`config.mk`:
```
export PLATFORM = sky130hd
export DESIGN_NAME = smag_mult_seq
export DESIGN_NICKNAME = d
export VERILOG_FILES = /design/src/rtl/smag_mult_pkg.sv /design/src/rtl/smag_mult_step.sv /design/src/rtl/smag_mult_seq.sv
export SDC_FILE = /design/constraint.sdc
export NUM_CORES = 1
export LEC_CHECK = 0
export BUFFER_PORTS_ARGS = -buffer_cell sky130_fd_sc_hd__buf_2
export CORE_ASPECT_RATIO = 1.2
export CORE_MARGIN = 1.5
export CORE_UTILIZATION = 35
export CTS_CLUSTER_SIZE = 14
export DETAILED_ROUTE_END_ITERATION = 6
export GPL_TIMING_DRIVEN = 1
export SLEW_MARGIN = 20
export SYNTH_ARGS = -nofsm -noshare
export SYNTH_HDL_FRONTEND = slang
export SYNTH_HIERARCHICAL = 1
export SYNTH_SLANG_ARGS = --single-unit
```
`constraint.sdc`:
```
create_clock -name clk -period 3.2 [get_ports clk]
set_input_delay 0.48 -clock clk [delete_from_list [all_inputs] [get_ports clk]]
set_output_delay 0.48 -clock clk [all_outputs]
set_load 0.01 [all_outputs]
```
`src/rtl/smag_mult_pkg.sv`:
```
// Shared types and constants for the sequential sign-magnitude multiplier.
package smag_mult_pkg;

  typedef enum logic [1:0] {
    StIdle,
    StRun,
    StDone
  } state_e;

  localparam int unsigned NumLegalSteps = 3;
  localparam int unsigned LegalSteps [NumLegalSteps] = '{1, 2, 4};

  function automatic bit is_legal_step(input int unsigned step);
    bit ok;
    ok = 1'b0;
    for (int i = 0; i < int'(NumLegalSteps); i++) begin
      if (LegalSteps[i] == step) ok = 1'b1;
    end
    return ok;
  endfunction

endpackage

```
`src/rtl/smag_mult_step.sv`:
```
// One partial-product step: acc + (a * bits) << shift, all at 2*WIDTH bits.
module smag_mult_step
  import smag_mult_pkg::*;
#(
  parameter int unsigned WIDTH = 8,
  parameter int unsigned STEP  = 1
) (
  input  logic [2*WIDTH-1:0]         acc_i,
  input  logic [WIDTH-1:0]           a_i,
  input  logic [STEP-1:0]            bits_i,
  input  logic [$clog2(2*WIDTH)-1:0] shift_i,
  output logic [2*WIDTH-1:0]         sum_o
);

  logic [2*WIDTH-1:0] prod;

  assign prod  = {{WIDTH{1'b0}}, a_i} * {{(2*WIDTH-STEP){1'b0}}, bits_i};
  assign sum_o = acc_i + (prod << shift_i);

endmodule

```
`src/rtl/smag_mult_seq.sv`:
```
// Sequential sign-magnitude multiplier retiring STEP multiplier bits per cycle.
// Optional feature: define SMAG_MULT_ZERO_SKIP_EN to bypass RUN for zero operands.
module smag_mult_seq
  import smag_mult_pkg::*;
#(
  parameter int unsigned WIDTH = 8,
  parameter int unsigned STEP  = 1
) (
  input  logic               clk,
  input  logic               rst,
  input  logic               in_valid,
  output logic               in_ready,
  input  logic [WIDTH-1:0]   a,
  input  logic [WIDTH-1:0]   b,
  input  logic               a_sign,
  input  logic               b_sign,
  output logic               out_valid,
  input  logic               out_ready,
  output logic [2*WIDTH-1:0] p,
  output logic               negative,
  output logic               busy
);

  localparam int unsigned NumSteps = WIDTH / STEP;
  localparam int unsigned CntW     = $clog2(NumSteps) + 1;
  localparam int unsigned ShiftW   = $clog2(2 * WIDTH);

  state_e             state_q, state_d;
  logic [WIDTH-1:0]   a_q, a_d;
  logic [WIDTH-1:0]   b_q, b_d;
  logic               sign_q, sign_d;
  logic [2*WIDTH-1:0] acc_q, acc_d;
  logic [CntW-1:0]    cnt_q, cnt_d;
  logic [2*WIDTH-1:0] p_q, p_d;
  logic               neg_q, neg_d;

  logic               accept;
  logic               zero_op;
  logic               last_step;
  logic [ShiftW-1:0]  shift;
  logic [2*WIDTH-1:0] sum;

`ifdef SMAG_MULT_ZERO_SKIP_EN
  assign zero_op = (a == '0) || (b == '0);
`else
  assign zero_op = 1'b0;
`endif

  assign accept    = in_valid && (state_q == StIdle);
  assign last_step = (cnt_q == CntW'(NumSteps - 1));
  assign shift     = ShiftW'(cnt_q) * ShiftW'(STEP);

  // b_q is shifted right each RUN cycle, so its low STEP bits are always the next slice.
  smag_mult_step #(
    .WIDTH(WIDTH),
    .STEP (STEP)
  ) u_step (
    .acc_i  (acc_q),
    .a_i    (a_q),
    .bits_i (b_q[STEP-1:0]),
    .shift_i(shift),
    .sum_o  (sum)
  );

  // State register
  always_ff @(posedge clk) begin
    if (rst) state_q <= StIdle;
    else     state_q <= state_d;
  end

  // Next-state logic
  always_comb begin
    state_d = state_q;
    unique case (state_q)
      StIdle:  if (in_valid) state_d = zero_op ? StDone : StRun;
      StRun:   if (last_step) state_d = StDone;
      StDone:  if (out_ready) state_d = StIdle;
      default: state_d = StIdle;
    endcase
  end

  // FSM outputs
  always_comb begin
    in_ready  = (state_q == StIdle);
    out_valid = (state_q == StDone);
    busy      = (state_q != StIdle);
  end

  // Datapath next-state
  always_comb begin
    a_d    = a_q;
    b_d    = b_q;
    sign_d = sign_q;
    acc_d  = acc_q;
    cnt_d  = cnt_q;
    p_d    = p_q;
    neg_d  = neg_q;
    if (accept) begin
      a_d    = a;
      b_d    = b;
      sign_d = a_sign ^ b_sign;
      acc_d  = '0;
      cnt_d  = '0;
      if (zero_op) begin
        p_d   = '0;
        neg_d = 1'b0;
      end
    end else if (state_q == StRun) begin
      acc_d = sum;
      b_d   = b_q >> STEP;
      cnt_d = cnt_q + CntW'(1);
      if (last_step) begin
        p_d   = sum;
        neg_d = sign_q && (sum != '0);
      end
    end
  end

  always_ff @(posedge clk) begin
    if (rst) begin
      a_q    <= '0;
      b_q    <= '0;
      sign_q <= 1'b0;
      acc_q  <= '0;
      cnt_q  <= '0;
      p_q    <= '0;
      neg_q  <= 1'b0;
    end else begin
      a_q    <= a_d;
      b_q    <= b_d;
      sign_q <= sign_d;
      acc_q  <= acc_d;
      cnt_q  <= cnt_d;
      p_q    <= p_d;
      neg_q  <= neg_d;
    end
  end

  assign p        = p_q;
  assign negative = neg_q;

endmodule

```
* Word-level counts from Yosys, hierarchy flattened
Cells that the tools add are included.
** Storage, ports and cells
- Bits in registers :: 56
- Output and inout bits :: 20
- Logic and storage cells :: 35
** Cells by class
- Mux-type cells :: 6
- Bitwise operators :: 2
- Add/subtract/negate cells :: 2
- Shifts and indexed selects :: 1
- Equal/unequal tests :: 6
- Multipliers :: 1
- Reductions and logical operators :: 9
** Operators by type and width (count)
- 16-bit adder :: 1
- 8-bit 2-to-1 mux :: 2
- 16-bit nonzero test :: 1
- 9-bit by 4-bit << shifter with 16-bit output :: 1
- 8-bit by 1-bit multiplier with 9-bit output :: 1
- 2-bit 2-to-1 mux :: 3
- 2-bit case mux with 3 select lines :: 1
- 3-bit AND reduction :: 2
- 4-bit by 1-bit adder with 4-bit output (second input constant) :: 1
- 4-bit by 3-bit == test with 1-bit output (second input constant) :: 1
- 2-bit inequality test (second input constant) :: 2
- 2-bit nonzero test :: 2
- 2-bit by 1-bit == test with 1-bit output (second input constant) :: 1
- 2-bit == test (second input constant) :: 1
- 1-bit logical AND :: 2
- 2-bit zero test :: 1
- 2-bit by 1-bit inequality test with 1-bit output (second input constant) :: 1
- 2-bit OR reduction :: 1
- 1-bit inverter :: 1
- 1-bit bitwise XOR :: 1

* Logic depth before layout (Yosys ltp)
Gate-level depths: netlist of the first run.
- Word-level depth :: 5
- Gate-level depth with buffers :: 18
- Depth with buffers taken out :: 16

* Hierarchy
Netlist of the first run, hierarchy kept.
** Modules (own cells, without submodules)
- smag_mult_seq :: area an instance 2165.8 um^2, times used 1, cells an instance 261
- smag_mult_step :: area an instance 1146.1 um^2, times used 1, cells an instance 163

* Worst setup path after synthesis of the first run
Ideal clock, no wire load.
- Kind :: register -> register
- Start point :: reg cnt_q[0]
- End point :: reg neg_q, in the netlist negative
- Path slack :: -0.280 ns
- Path buffers :: 1
- Stages on the path, launching flop included :: 15
- Required time :: 3.083 ns
- Data arrival time :: 3.363 ns
- Period minus slack after synthesis :: 3.480 ns
- Path through :: dfxtp_1 -> buf_6 -> mux4_2 -> mux2_2 -> and3_1 -> ha_1 -> a211oi_1 -> o211ai_1 -> a41oi_1 -> o21bai_1 -> a21oi_1 -> xnor2_1 -> nor4_1 -> nand4_1 -> a32o_1
** Between the ends
- Cells in the longest elaborated chain, start to end :: 4
- Elaborated cells between the ends (all ways) :: 6
- Those cells by class :: add/sub (1); eq/ne (1); shift (1); reduce/logical (3)
** RTL lines
- from (decl) :: RTL line smag_mult_seq.sv:33 : logic [CntW-1:0] cnt_q, cnt_d;
- from (signal assigned) :: RTL line smag_mult_seq.sv:133 : cnt_q <= cnt_d;
- 9-bit by 4-bit << shifter with 16-bit output :: RTL line smag_mult_step.sv:18 : assign sum_o = acc_i + (prod << shift_i);
- 16-bit adder :: RTL line smag_mult_step.sv:18
- via sum[12] :: RTL line smag_mult_seq.sv:41 : logic [2*WIDTH-1:0] sum;
- 16-bit nonzero test :: RTL line smag_mult_seq.sv:114 : neg_d = sign_q && (sum != '0);
- 1-bit logical AND :: RTL line smag_mult_seq.sv:114
- to (signal assigned) :: RTL line smag_mult_seq.sv:135 : neg_q <= neg_d;
- to (decl) :: RTL line smag_mult_seq.sv:35 : logic neg_q, neg_d;
The timed path passes the listed nets, and every way through them passes these cells.
A chain may end at the register's enable or synchronous reset.

* Final worst setup path of the first run
Ends and elaborated chain as after synthesis.

==> impl_results.md, run 1 <==
- Layout net count: 550
- Boundary Pins: between 40 and 50
- Setup crit end kind: register
- Pin count of the biggest net entering global routing: 37
- Cell area after synthesis: roughly 0.0033 mm²
- RSZ-0062 raised after global routing: true
- Cell Count Post-Placement: between 600 and 700
- Slowest cell on crit path: dfxtp_4
- Worst hold slack: roughly 0.38 ns
- Worst-Margin Slew: 0.7521 ns
- Sw power: between 0.3 and 0.4 mW
- First-pass GRT wire length: 15.19 mm
- Clk pwr share: roughly 36%
- Routed Antenna Nets: 0
- Root buf cell: clkbuf_8
- Largest family of logic cells by synthesized area: compound AO/OA/AOI/OAI gates
- Remaining global-route overflow: 0
- Critical path's top delay family: compound AO/OA/AOI/OAI gates
- Area grow syn2layout: 31.66%
- Critical Path RT: between 3 and 4 ns
- Post-layout utilization of the core: roughly 48%
- CTS clk-pin slew, worst paths: around 0.10 ns
- Max-capacitance violation count: 0
- Chip height: 109.6 µm
- Most frequent cells in the layout: 71 x nand2_1, 65 x buf_4, 59 x a21oi_1
- GP Congestion: 0.9342
- Initial DRC Count: slightly below 200
- Worst reg-to-reg setup slack: -0.11 ns
- Worst hold stages: 3
- Synth unique cells: 52
- Inserted Diodes: 0
- Slew Limit Fails: 0
- Worst Path Max Fanout: 6
- Max transition margin: a little under 50%
- Switching Share: 25.83%
- Core area: roughly 0.0091 mm²
- Clock Latency Late Sink: 0.32 ns
- Worst Clk Skew: between 0.006 and 0.007 ns
- Hold endpoint: a_q[2]$_SDFFE_PP0P_
- Share of cells above drive strength 1: 31.84%
- Worst VDD drop: 0.3833 mV
- Vias in the first global route: 3221
- Die area: around 0.010 mm²
- Synth Instances: 424
- Synth Area in Adders: under 10%
- Commonest non-fill, non-tap cell in the layout: nand2_1
- PwrDens: 322.1 mW/mm²
- Syn nets: 463
- Gate power share: roughly 12%
- Post-DP HPWL: around 6.7 mm
- Post-DR wirelength/cell: 14.57 µm
- Fin Setup TNS: -0.1109 ns
- CP bufs+invs: 4
- Chip width: 91.80 µm
- Mux contribution to synthesized area: under 10%
- Number of synthesized register bits: 56
- Reg2reg end: negative$_SDFFE_PP0P_
- FF-to-FF path depth: 17
- CTS Buf Count: 5
- TritonCTS clock tree: yes
- Vias per cell: between 5 and 6
- # DRC: 0
- Area after DPL: slightly below 0.004 mm²
- WS Path Type: reg -> reg
- Non-Filler Instances: 632
- Complex-gate fraction of the synthesized area: approximately 22%
- Crit path DAT: ~3.5 ns
- Reg2Reg Launch Point: cnt_q[0]$_SDFFE_PP0P_
- CP peak stage delay: a little under 0.4 ns
- Row Count: 38
- Clock tree buffer depth: 2
- I/O Buffers: 41
- Fmax: 0.3020 GHz
- Status: finished, violations left
- Hold Crit Class: in -> reg
- Int Power: approximately 1.0 mW
- Register area share after synthesis: 33.85%
- Drt first pass iters: 4
- Hold buffers post-CTS: 0
- Fillers: about 930
- TritonCTS Sinks: 56
- Crit start category: register
- Critical-path cell list: buf_6 > mux2i_1 > nor2b_1 > inv_1 > o21ai_2 > a21oi_1 > o22ai_1 > ha_1 > buf_4 > buf_4 > a41oi_2 > o21bai_1 > a21oi_1 > xnor2_1 > nor4_2 > nand4_1 > a32o_1
- Initial core utilization: roughly 36%
- H-tree level count: 2
- Antenna violations before repair: 0
- P_leak: between 1.5 and 2 nW
- Final setup margin: -0.1109 ns
- Tcrit/Tclk final: 103.5%
- Failing checks: negative setup slack
- Hold wc startpoint: a[2]
- Design Area, Final: approximately 0.0044 mm²
- Final min period: 3.311 ns
- Ys Warns: 6
- Drt total wl: between 9 and 10 mm
- Post-Synth XOR/XNOR Area: under 10%
- Hold Fails Final Rpt: 0
- Synth Area per Inst: between 7 and 8 µm²
- GR Util All Layers: approximately a fifth
- Synth Area in Simple Gates: between 20% and 30%
- Reg power frac: 51.8%
- Final setup violation count: 1
- Via count: about 3.3k
power by group through the flow:
stage | clock, mW | sequential (mW) | combinational, mW
after detailed placement | 0 | 0.745 | 0.162
after floorplan | 0 | 0.739 | 0.116
final | 0.503 | 0.728 | 0.174
after global placement | 0 | 0.745 | 0.160
after CTS | 0.515 | 0.728 | 0.168
after global routing | 0.534 | 0.731 | 0.191
timing repair:
action / in CTS / in global routing
setup endpoints to repair: 5 / 19
pin swaps: 21 / 17
resized for setup: 22 / 25
buffers inserted: 9 / 4
area by class of cell:
class | count | area, µm² | area share, %
multi-input cells | 327 | 2182 | 50.04
flip-flops and latches | 56 | 1126 | 25.82
repair buffers | 109 | 735.7 | 16.87
well taps | 120 | 150.1 | 3.443
clock buffers | 6 | 82.58 | 1.894
inverters | 12 | 45.04 | 1.033
clock inverters | 2 | 38.79 | 0.8895
routing by layer:
| layer | track usage, % | part of all wire [%] |
|---|---|---|
| met5 | 0 | 0 |
| met4 | 11.32 | 4.0 |
| met3 | 2.905 | 3.1 |
| met2 | 33.53 | 50 |
| met1 | 22.13 | 43 |
worst min-delay path, cell delays in order:
cell	delay [ns]
buf_2	0.10
nand2_1	0.05
a21oi_1	0.05
state kept, by name, indices dropped and copies added (netlist names):
name / cells
acc_q: 16
p: 16
a_q: 8
b_q: 8
cnt_q: 4
state_q: 2
negative: 1
sign_q: 1
cell families after synthesis:
group	after synthesis
AOI/OAI and AO/OA	130
xor gates and xnor gates	18
adders and majority gates	17
buffers and inverters	41
DFF	56
muxes	13
and+or+nand+nor	149
synthesized netlist by cell type, drive strengths merged:
cell type | count | area share (%)
nor3 | 2 | 0.30
and3 | 2 | 0.38
inv | 12 | 1.4
a211oi | 4 | 0.91
dfxtp | 56 | 34
o21bai | 2 | 0.45
fa | 1 | 0.60
nor2b | 4 | 0.76
a31oi | 1 | 0.19
o311ai | 1 | 0.26
and3b | 1 | 0.26
or3b | 1 | 0.26
nand2b | 5 | 0.94
o22ai | 6 | 1.1
nor4b | 1 | 0.26
xor2 | 6 | 1.8
nand3b | 2 | 0.45
nor4 | 5 | 0.94
buf | 19 | 3.6
xnor2 | 12 | 3.2
a22oi | 8 | 1.8
nor3b | 2 | 0.79
clkbuf | 10 | 1.1
and4 | 1 | 0.26
nand3 | 26 | 4.1
nand4b | 1 | 0.26
nand2 | 72 | 8.2
mux2 | 4 | 1.4
or3 | 3 | 0.57
o21ai | 31 | 4.7
or4 | 1 | 0.23
a41oi | 1 | 0.26
a32o | 1 | 0.30
ha | 16 | 6.0
mux4 | 2 | 1.4
and2 | 2 | 0.38
a21oi | 66 | 10
a21o | 5 | 1.1
nand4 | 2 | 0.38
mux2i | 7 | 2.1
o31ai | 1 | 0.23
a32oi | 1 | 0.26
o211ai | 2 | 0.45
nor2 | 16 | 1.8
worst max path at each step:
stage / from / to / slack, ns / cells past startpoint
finish: cnt_q[0]$_SDFFE_PP0P_ / negative$_SDFFE_PP0P_ / -0.11 / 17
detailed placement: cnt_q[0]$_SDFFE_PP0P_ / negative$_SDFFE_PP0P_ / -0.27 / 14
CTS: cnt_q[0]$_SDFFE_PP0P_ / negative$_SDFFE_PP0P_ / -0.13 / 14
floorplan: cnt_q[0]$_SDFFE_PP0P_ / negative$_SDFFE_PP0P_ / 0.001 / 16
global placement: cnt_q[0]$_SDFFE_PP0P_ / negative$_SDFFE_PP0P_ / -0.21 / 13
global route: cnt_q[0]$_SDFFE_PP0P_ / negative$_SDFFE_PP0P_ / -0.30 / 17
metrics by stage:
step	setup slack [ns]	power [mW]
2_1_floorplan	0.001067	0.8544
3_3_place_gp	-0.2051	0.9050
3_5_place_dp	-0.2693	0.9074
4_1_cts	-0.1302	1.411
5_1_grt	-0.2983	1.457
6_report	-0.1109	1.405
(Power assumes the default switching activity.)
==> run 2, diff against run 1 <==
--- a/config.mk
+++ b/config.mk
@@ -5,6 +5,7 @@
 export SDC_FILE = /design/constraint.sdc
 export NUM_CORES = 1
 export LEC_CHECK = 0
+export ABC_AREA = 1
 export BUFFER_PORTS_ARGS = -buffer_cell sky130_fd_sc_hd__buf_2
 export CORE_ASPECT_RATIO = 1.2
 export CORE_MARGIN = 1.5
==> impl_results.md, run 2 <==
- Via count: 3549 (+7.0%)
- Max transition margin: 66.42% (+17 points)
- Vias in the first global route: 3300 (+2.5%)
- Reg power frac: 49.3% (-2.5 points)
- Fin Setup TNS: 0 ns (+0.1109 ns)
- Antenna violations before repair: 0 (unchanged)
- Post-DP HPWL: 7.352 mm (+9.4%)
- Clock Latency Late Sink: 0.30 ns (-0.02 ns)
- Critical Path RT: 3.43 ns (about the same)
- Top cells by area, synth: dfxtp_1 31%, nand2_1 19%, a21oi_1 8.2%
- Max-capacitance violation count: 0 (unchanged)
- Pin count of the biggest net entering global routing: 30 (-19%)
- Synth async-reset ratio: 0% (unchanged)
- Most frequent cells in the layout: 184 x nand2_1, 63 x nor2_1, 57 x a21oi_1
- Cell area after synthesis: 0.003601 mm² (+8.7%)
- Slew Limit Fails: 0 (unchanged)
- Post-Synth XOR/XNOR Area: 3.162% (-1.8 points)
- Synth Area in Adders: 6.115% (-0.53 points)
- Fmax: 0.3389 GHz (+12%)
- # Post-CTS Setup Buffers: 0 (-9)
- WS Path Type: reg -> reg
- Area after DPL: 0.003895 mm² (-1.9%)
- Inserted Diodes: 0 (unchanged)
- Tcrit/Tclk final: 92.22% (-11 points)
- GR Util All Layers: 18.21% (-0.90 points)
- Core area: 0.01001 mm² (+9.6%)
- TritonCTS Sinks: 56 (unchanged)
- Drt first pass iters: 4 (unchanged)
- CTS clk-pin slew, worst paths: 0.07 ns (-0.03 ns)
- Synth unique cells: 41 (-21%)
- P_leak: 1.892 nW (+7.7%)
- Cell Count Post-Placement: 707 (+16%)
- Most common cell in the netlist: nand2_1
- Setup crit end kind: register
- H-tree level count: 2 (unchanged)
- Commonest non-fill, non-tap cell in the layout: nand2_1
- Synth Instances: 545 (+29%)
- Crit path DAT: 3.18 ns (-0.36 ns)
- Initial core utilization: 35.98% (-0.31 points)
- Syn nets: 584 (+26%)
- Remaining global-route overflow: 0 (unchanged)
- CTS Buf Count: 5 (unchanged)
- Ys Warns: 6 (unchanged)
- GP Congestion: 0.9400 (+0.62%)
- I/O Buffers: 41 (unchanged)
- Share of the synthesized area in the top cell type: 31.13% (-2.7 points)
- Final setup violation count: 0 (-1)
- Crit start category: register
- # DRC: 0 (unchanged)
- Hold Crit Class: in -> reg
- Worst Clk Skew: 0.004343 ns (-0.002453 ns)
- Int Power: 1.076 mW (+3.2%)
- Mux contribution to synthesized area: 0% (-4.8 points)
- Fillers: 1110 (+20%)
- Top FF cell, synth: dfxtp_1
- Post-DR wirelength/cell: 13.11 µm (-10%)
- Die area: 0.01091 mm² (+8.5%)
- Non-Filler Instances: 715 (+13%)
- Final min period: 2.951 ns (-0.3600 ns)
- Commonest cells in the netlist: 184 x nand2_1, 63 x nor2_1, 59 x a21oi_1
- Worst VDD drop: 0.2495 mV (-35%)
- Status: finished clean
- Share of cells above drive strength 1: 16.98% (-15 points)
- PwrDens: 366.1 mW/mm² (+14%)
- Number of synthesized register bits: 56 (unchanged)
- Chip width: 95.60 µm (+4.1%)
- Boundary Pins: 42 (unchanged)
- Hold Fails Final Rpt: 0 (unchanged)
- Row Count: 40 (+5.3%)
- Metal-1 WL: 4.069 mm (+3.7%)
- Layout net count: 627 (+14%)
- Worst-Margin Slew: 0.5038 ns (-0.2483 ns)
- Worst Path Max Fanout: 11 (+5)
- Pre-CTS setup slack: 0.1347 ns (+0.4040 ns)
- Design Area, Final: 0.004061 mm² (-6.9%)
- First-pass GRT wire length: 15.50 mm (+2.0%)
- Drt total wl: 9.372 mm (+1.8%)
- Clock tree buffer depth: 2 (unchanged)
- RSZ-0062 raised after global routing: false
- Routed Antenna Nets: 0 (unchanged)
- Clk pwr share: 37.8% (+2.0 points)
- Final setup margin: 0.2491 ns (+0.3600 ns)
- Chip height: 114.1 µm (+4.2%)
- Complex-gate fraction of the synthesized area: 14.59% (-7.5 points)
- Routed length on met2: 4.722 mm (+2.1%)
- Root buf cell: clkbuf_16
- Largest family of logic cells by synthesized area: simple AND/OR/NAND/NOR gates
- Area grow syn2layout: 12.79%
- Synth Area in Simple Gates: 36.10% (+15 points)
- Number of synthesized flops with an enable pin: 0 (unchanged)
- Register area share after synthesis: 31.13% (-2.7 points)
- Max Used Layer: met4
- Cell taking the most area after synthesis: dfxtp_1
- Met3 Wirelength: 286 µm (-0.69%)
- Switching Share: 27.66% (+1.8 points)
- TritonCTS clock tree: yes
- Initial DRC Count: 135 (-32%)
- Vias per cell: 4.964 (-5.5%)
- Gate power share: 13.0% (+0.6 points)
- Sw power: 0.4114 mW (+13%)
- Synth Area per Inst: 6.607 µm² (-15%)
run 2: final timing paths:
kind / slack [ns] / from / end / depth (start not counted)
worst max-delay path: 0.25 / b_q[0]$_SDFFE_PP0P_ / negative$_SDFFE_PP0P_ / 21
worst min-delay path: 0.39 / a[2] / a_q[2]$_SDFFE_PP0P_ / 3
worst max register to register: 0.25 / b_q[0]$_SDFFE_PP0P_ / negative$_SDFFE_PP0P_ / 21
worst min register to register: 0.46 / p[0]$_SDFFE_PP0P_ / p[0]$_SDFFE_PP0P_ / 2
run 2: through the flow:
step,utilization [%],hold WS (ns),power (mW)
2_1_floorplan,-,0.4300,0.8990
3_3_place_gp,38.91,0.4493,0.9410
3_5_place_dp,38.91,0.4530,0.9411
4_1_cts,40.34,0.3961,1.498
5_1_grt,40.58,0.4085,1.548
6_report,40.58,0.3949,1.487
run 2: critical path, cell delays in order (launching register included):
cell and delay [ns]:
dfxtp_2 0.39, buf_4 0.18, nand2_1 0.07, nand2_1 0.10
nand2_1 0.06, nand2_1 0.07, nand3_1 0.09, a21oi_1 0.22
ha_1 0.33, nand2_1 0.11, inv_1 0.06, nand2_1 0.07
nand3_1 0.12, a21oi_1 0.13, nand2_1 0.08, xor2_1 0.42
nor2_1 0.07, nand2_1 0.08, nor2_1 0.04, nand2_1 0.05
nand2_1 0.04, a21oi_1 0.11
run 2: cell families (layout without fill, tap and decap cells):
family,Yosys count,in the layout
AND/OR/NAND/NOR,307,307
adder cells (fa/ha/maj),17,17
flip-flops,56,56
AO/OA/AOI/OAI,97,97
XOR/XNOR,13,13
buffers and inverters,55,99
run 2: power groups by stage:
stage	Sequential [mW]	Combinational, mW	Clock, mW
4_1_cts	0.733	0.194	0.571
2_1_floorplan	0.744	0.155	0
5_1_grt	0.736	0.218	0.594
3_5_place_dp	0.749	0.192	0
6_report	0.733	0.193	0.562
3_3_place_gp	0.749	0.192	0
run 2: timing repair:
item	in CTS	in global routing
hold endpoints to repair	0	0
resized for setup	0	11
endpoints found under the setup margin	0	2
hold buffers	0	0
run 2: layout make-up:
type	instances	area (µm²)	share of cell area (%)
Multi-Input combinational cell	434	2177	53.60
Clock buffer	6	128.9	3.173
Inverter	34	131.4	3.235
Sequential cell	56	1127	27.76
Timing Repair Buffer	57	325.3	8.010
Clock inverter	2	13.76	0.3389
Tap cell	126	157.7	3.882
run 2: metal layers:
metal / vias to the layer above / global-route usage, %
li1: 1852 / -
met1: 1613 / 22.37
met2: 65 / 30.99
met3: 19 / 2.855
met4: 0 / 7.843
met5: - / 0
==> run 3, diff against run 2 <==
--- a/config.mk
+++ b/config.mk
@@ -9,10 +9,11 @@
 export BUFFER_PORTS_ARGS = -buffer_cell sky130_fd_sc_hd__buf_2
 export CORE_ASPECT_RATIO = 1.2
 export CORE_MARGIN = 1.5
-export CORE_UTILIZATION = 35
+export CORE_UTILIZATION = 53
 export CTS_CLUSTER_SIZE = 14
 export DETAILED_ROUTE_END_ITERATION = 6
 export GPL_TIMING_DRIVEN = 1
+export PLACE_DENSITY = 0.76
 export SLEW_MARGIN = 20
 export SYNTH_ARGS = -nofsm -noshare
 export SYNTH_HDL_FRONTEND = slang
==> impl_results.md, run 3 (synthesis results as in run 2) <==
- Switching Share: 28.70% (+1.0 points)
- Area after DPL: 0.003841 mm² (-1.4%)
- Chip width: 78.25 µm (-18%)
- Routed Antenna Nets: 0 (unchanged)
- Register Area: 0.001121 mm² (-0.55%)
- First-pass GRT wire length: 15.20 mm (-1.9%)
- Most frequent cells in the layout: 184 x nand2_1, 62 x nor2_1, 57 x a21oi_1
- Reg2Reg Launch Point: cnt_q[0]$_SDFFE_PP0P_
- Core area: 0.006486 mm² (-35%)
- Clk pwr share: 29.8% (-8.0 points)
- Post-DR wirelength/cell: 13.63 µm (+4.0%)
- Worst Path Max Fanout: 15 (+4)
- CTS Buf Count: 5 (unchanged)
- Reg2reg end: negative$_SDFFE_PP0P_
- Max-capacitance violation count: 0 (unchanged)
- Pre-CTS setup slack: 0.1904 ns (+0.05571 ns)
- PwrDens: 334.6 mW/mm² (-8.6%)
- Via count: 3577 (+0.79%)
- Row Count: 32 (-20%)
- WS Path Type: reg -> reg
- Chip height: 93.30 µm (-18%)
- Die area: 0.007300 mm² (-33%)
- Crit path DAT: 3.12 ns (-0.06 ns)
- H-tree level count: 2 (unchanged)
- Clock Latency Late Sink: 0.31 ns (about the same)
- RSZ-0062 raised after global routing: false
- # DRC: 0 (unchanged)
- Multi-input gate area: 0.002170 mm² (-0.34%)
- Hold buffers post-CTS: 0 (unchanged)
- Final min period: 2.937 ns (-0.01375 ns)
- Antenna violations before repair: 0 (unchanged)
- Tcrit/Tclk final: 91.79% (-0.43 points)
- FF-to-FF path depth: 20 (-4.8%)
- TritonCTS Sinks: 56 (unchanged)
- Remaining global-route overflow: 0 (unchanged)
- Vias in the first global route: 3279 (-0.64%)
- Layout net count: 626 (-0.16%)
- Int Power: 0.9411 mW (-13%)
- Commonest non-fill, non-tap cell in the layout: nand2_1
- Slew Limit Fails: 0 (unchanged)
- TritonCTS clock tree: yes
- Area grow syn2layout: 9.555%
- Hold endpoint: a_q[1]$_SDFFE_PP0P_
- I/O Buffers: 41 (unchanged)
- Fin Setup TNS: 0 ns (unchanged)
- GR Util All Layers: 26.02% (+7.8 points)
- Post-DP HPWL: 7.110 mm (-3.3%)
- Vias per cell: 5.315 (+7.1%)
- Drt total wl: 9.173 mm (-2.1%)
- Post-layout utilization of the core: 60.82% (+20 points)
- Worst hold stages: 3 (unchanged)
- Root buf cell: clkbuf_8
- Worst VDD drop: 0.2768 mV (+11%)
- Pin count of the biggest net entering global routing: 29 (-3.3%)
- Fmax: 0.3405 GHz (+0.47%)
- Hold wc startpoint: a[1]
- GP Congestion: 1.081 (+15%)
- Share of cells above drive strength 1: 15.99% (-0.99 points)
- Status: finished clean
- Clock tree buffer depth: 2 (unchanged)
- Max transition margin: 67.08% (+0.66 points)
- Hold Fails Final Rpt: 0 (unchanged)
- Drt first pass iters: 4 (unchanged)
- Sw power: 0.3787 mW (-7.9%)
- Setup crit end kind: register
- Initial DRC Count: 184 (+36%)
- Reg power frac: 55.4% (+6.1 points)
- Critical Path RT: 3.39 ns (-0.04 ns)
- Crit start category: register
- Worst-Margin Slew: 0.4938 ns (-0.009966 ns)
- Fillers: 635 (-43%)
- Worst reg-to-reg setup slack: 0.26 ns (about the same)
- Worst Clk Skew: 0.009594 ns (+0.005251 ns)
- Initial core utilization: 55.52% (+20 points)
- Final setup violation count: 0 (unchanged)
- Boundary Pins: 42 (unchanged)
- CTS clk-pin slew, worst paths: 0.10 ns (+0.03 ns)
- Inserted Diodes: 0 (unchanged)
- Hold Crit Class: in -> reg
- P_leak: 1.863 nW (-1.6%)
- Design Area, Final: 0.003945 mm² (-2.9%)
- Gate power share: 14.8% (+1.8 points)
- Final setup margin: 0.2628 ns (+0.01375 ns)
[run 3: layer usage]
metal  wire length, µm  GRT usage (%)
met3               295          3.317
met5                 0              0
met1              3934          30.07
met4               327          11.61
met2              4615          47.46
[run 3: power groups by stage]
stage	clock network, mW	registers [mW]	logic [mW]
floorplan	0	0.744	0.155
global route	0.434	0.734	0.219
finish	0.394	0.731	0.195
CTS	0.405	0.731	0.195
detailed placement	0	0.747	0.194
global placement	0	0.746	0.190
[run 3: worst max-delay path by stage]
stage                          start                    end  cells after the start
2_1_floorplan  cnt_q[0]$_SDFFE_PP0P_  negative$_SDFFE_PP0P_                     18
3_3_place_gp   cnt_q[0]$_SDFFE_PP0P_  negative$_SDFFE_PP0P_                     22
3_5_place_dp   cnt_q[0]$_SDFFE_PP0P_  negative$_SDFFE_PP0P_                     22
4_1_cts        cnt_q[0]$_SDFFE_PP0P_  negative$_SDFFE_PP0P_                     22
5_1_grt        cnt_q[0]$_SDFFE_PP0P_  negative$_SDFFE_PP0P_                     22
6_report       cnt_q[0]$_SDFFE_PP0P_  negative$_SDFFE_PP0P_                     20
[run 3: through the flow]
step / hold WS (ns) / power, mW / std cells
2_1_floorplan: 0.4300 / 0.8990 / 545
3_3_place_gp: 0.4461 / 0.9366 / 664
3_5_place_dp: 0.4567 / 0.9411 / 664
4_1_cts: 0.3875 / 1.330 / 672
5_1_grt: 0.3901 / 1.386 / 673
6_report: 0.3924 / 1.320 / 673
[run 3: critical path: stages, from the launching register on]
cell     delay, ns
dfxtp_1       0.35
buf_12        0.15
inv_2         0.11
nand2_1       0.10
a31oi_2       0.25
nand2_1       0.09
o21ai_2       0.09
nor2_1        0.09
ha_1          0.35
nand2_1       0.14
inv_1         0.05
a21oi_1       0.17
nand2_2       0.11
a21oi_1       0.20
xnor2_1       0.12
nor2_1        0.11
nand2_1       0.08
nor2_1        0.12
nand2_1       0.06
nand2_1       0.05
a21oi_1       0.05
[run 3: cell type report]
class                      instances  area share, %
clock inverter                     2         0.3489
inverter                          34          3.330
multi-input combinational        434          55.00
clock buffer                       6          1.840
timing repair buffer              56          8.373
sequential                        56          28.42
tap                               85          2.696
[run 3: what timing repair did]
item,4_1_cts,5_1_grt
setup endpoints to repair,0,1
setup buffers,0,1
gates resized for setup,0,4
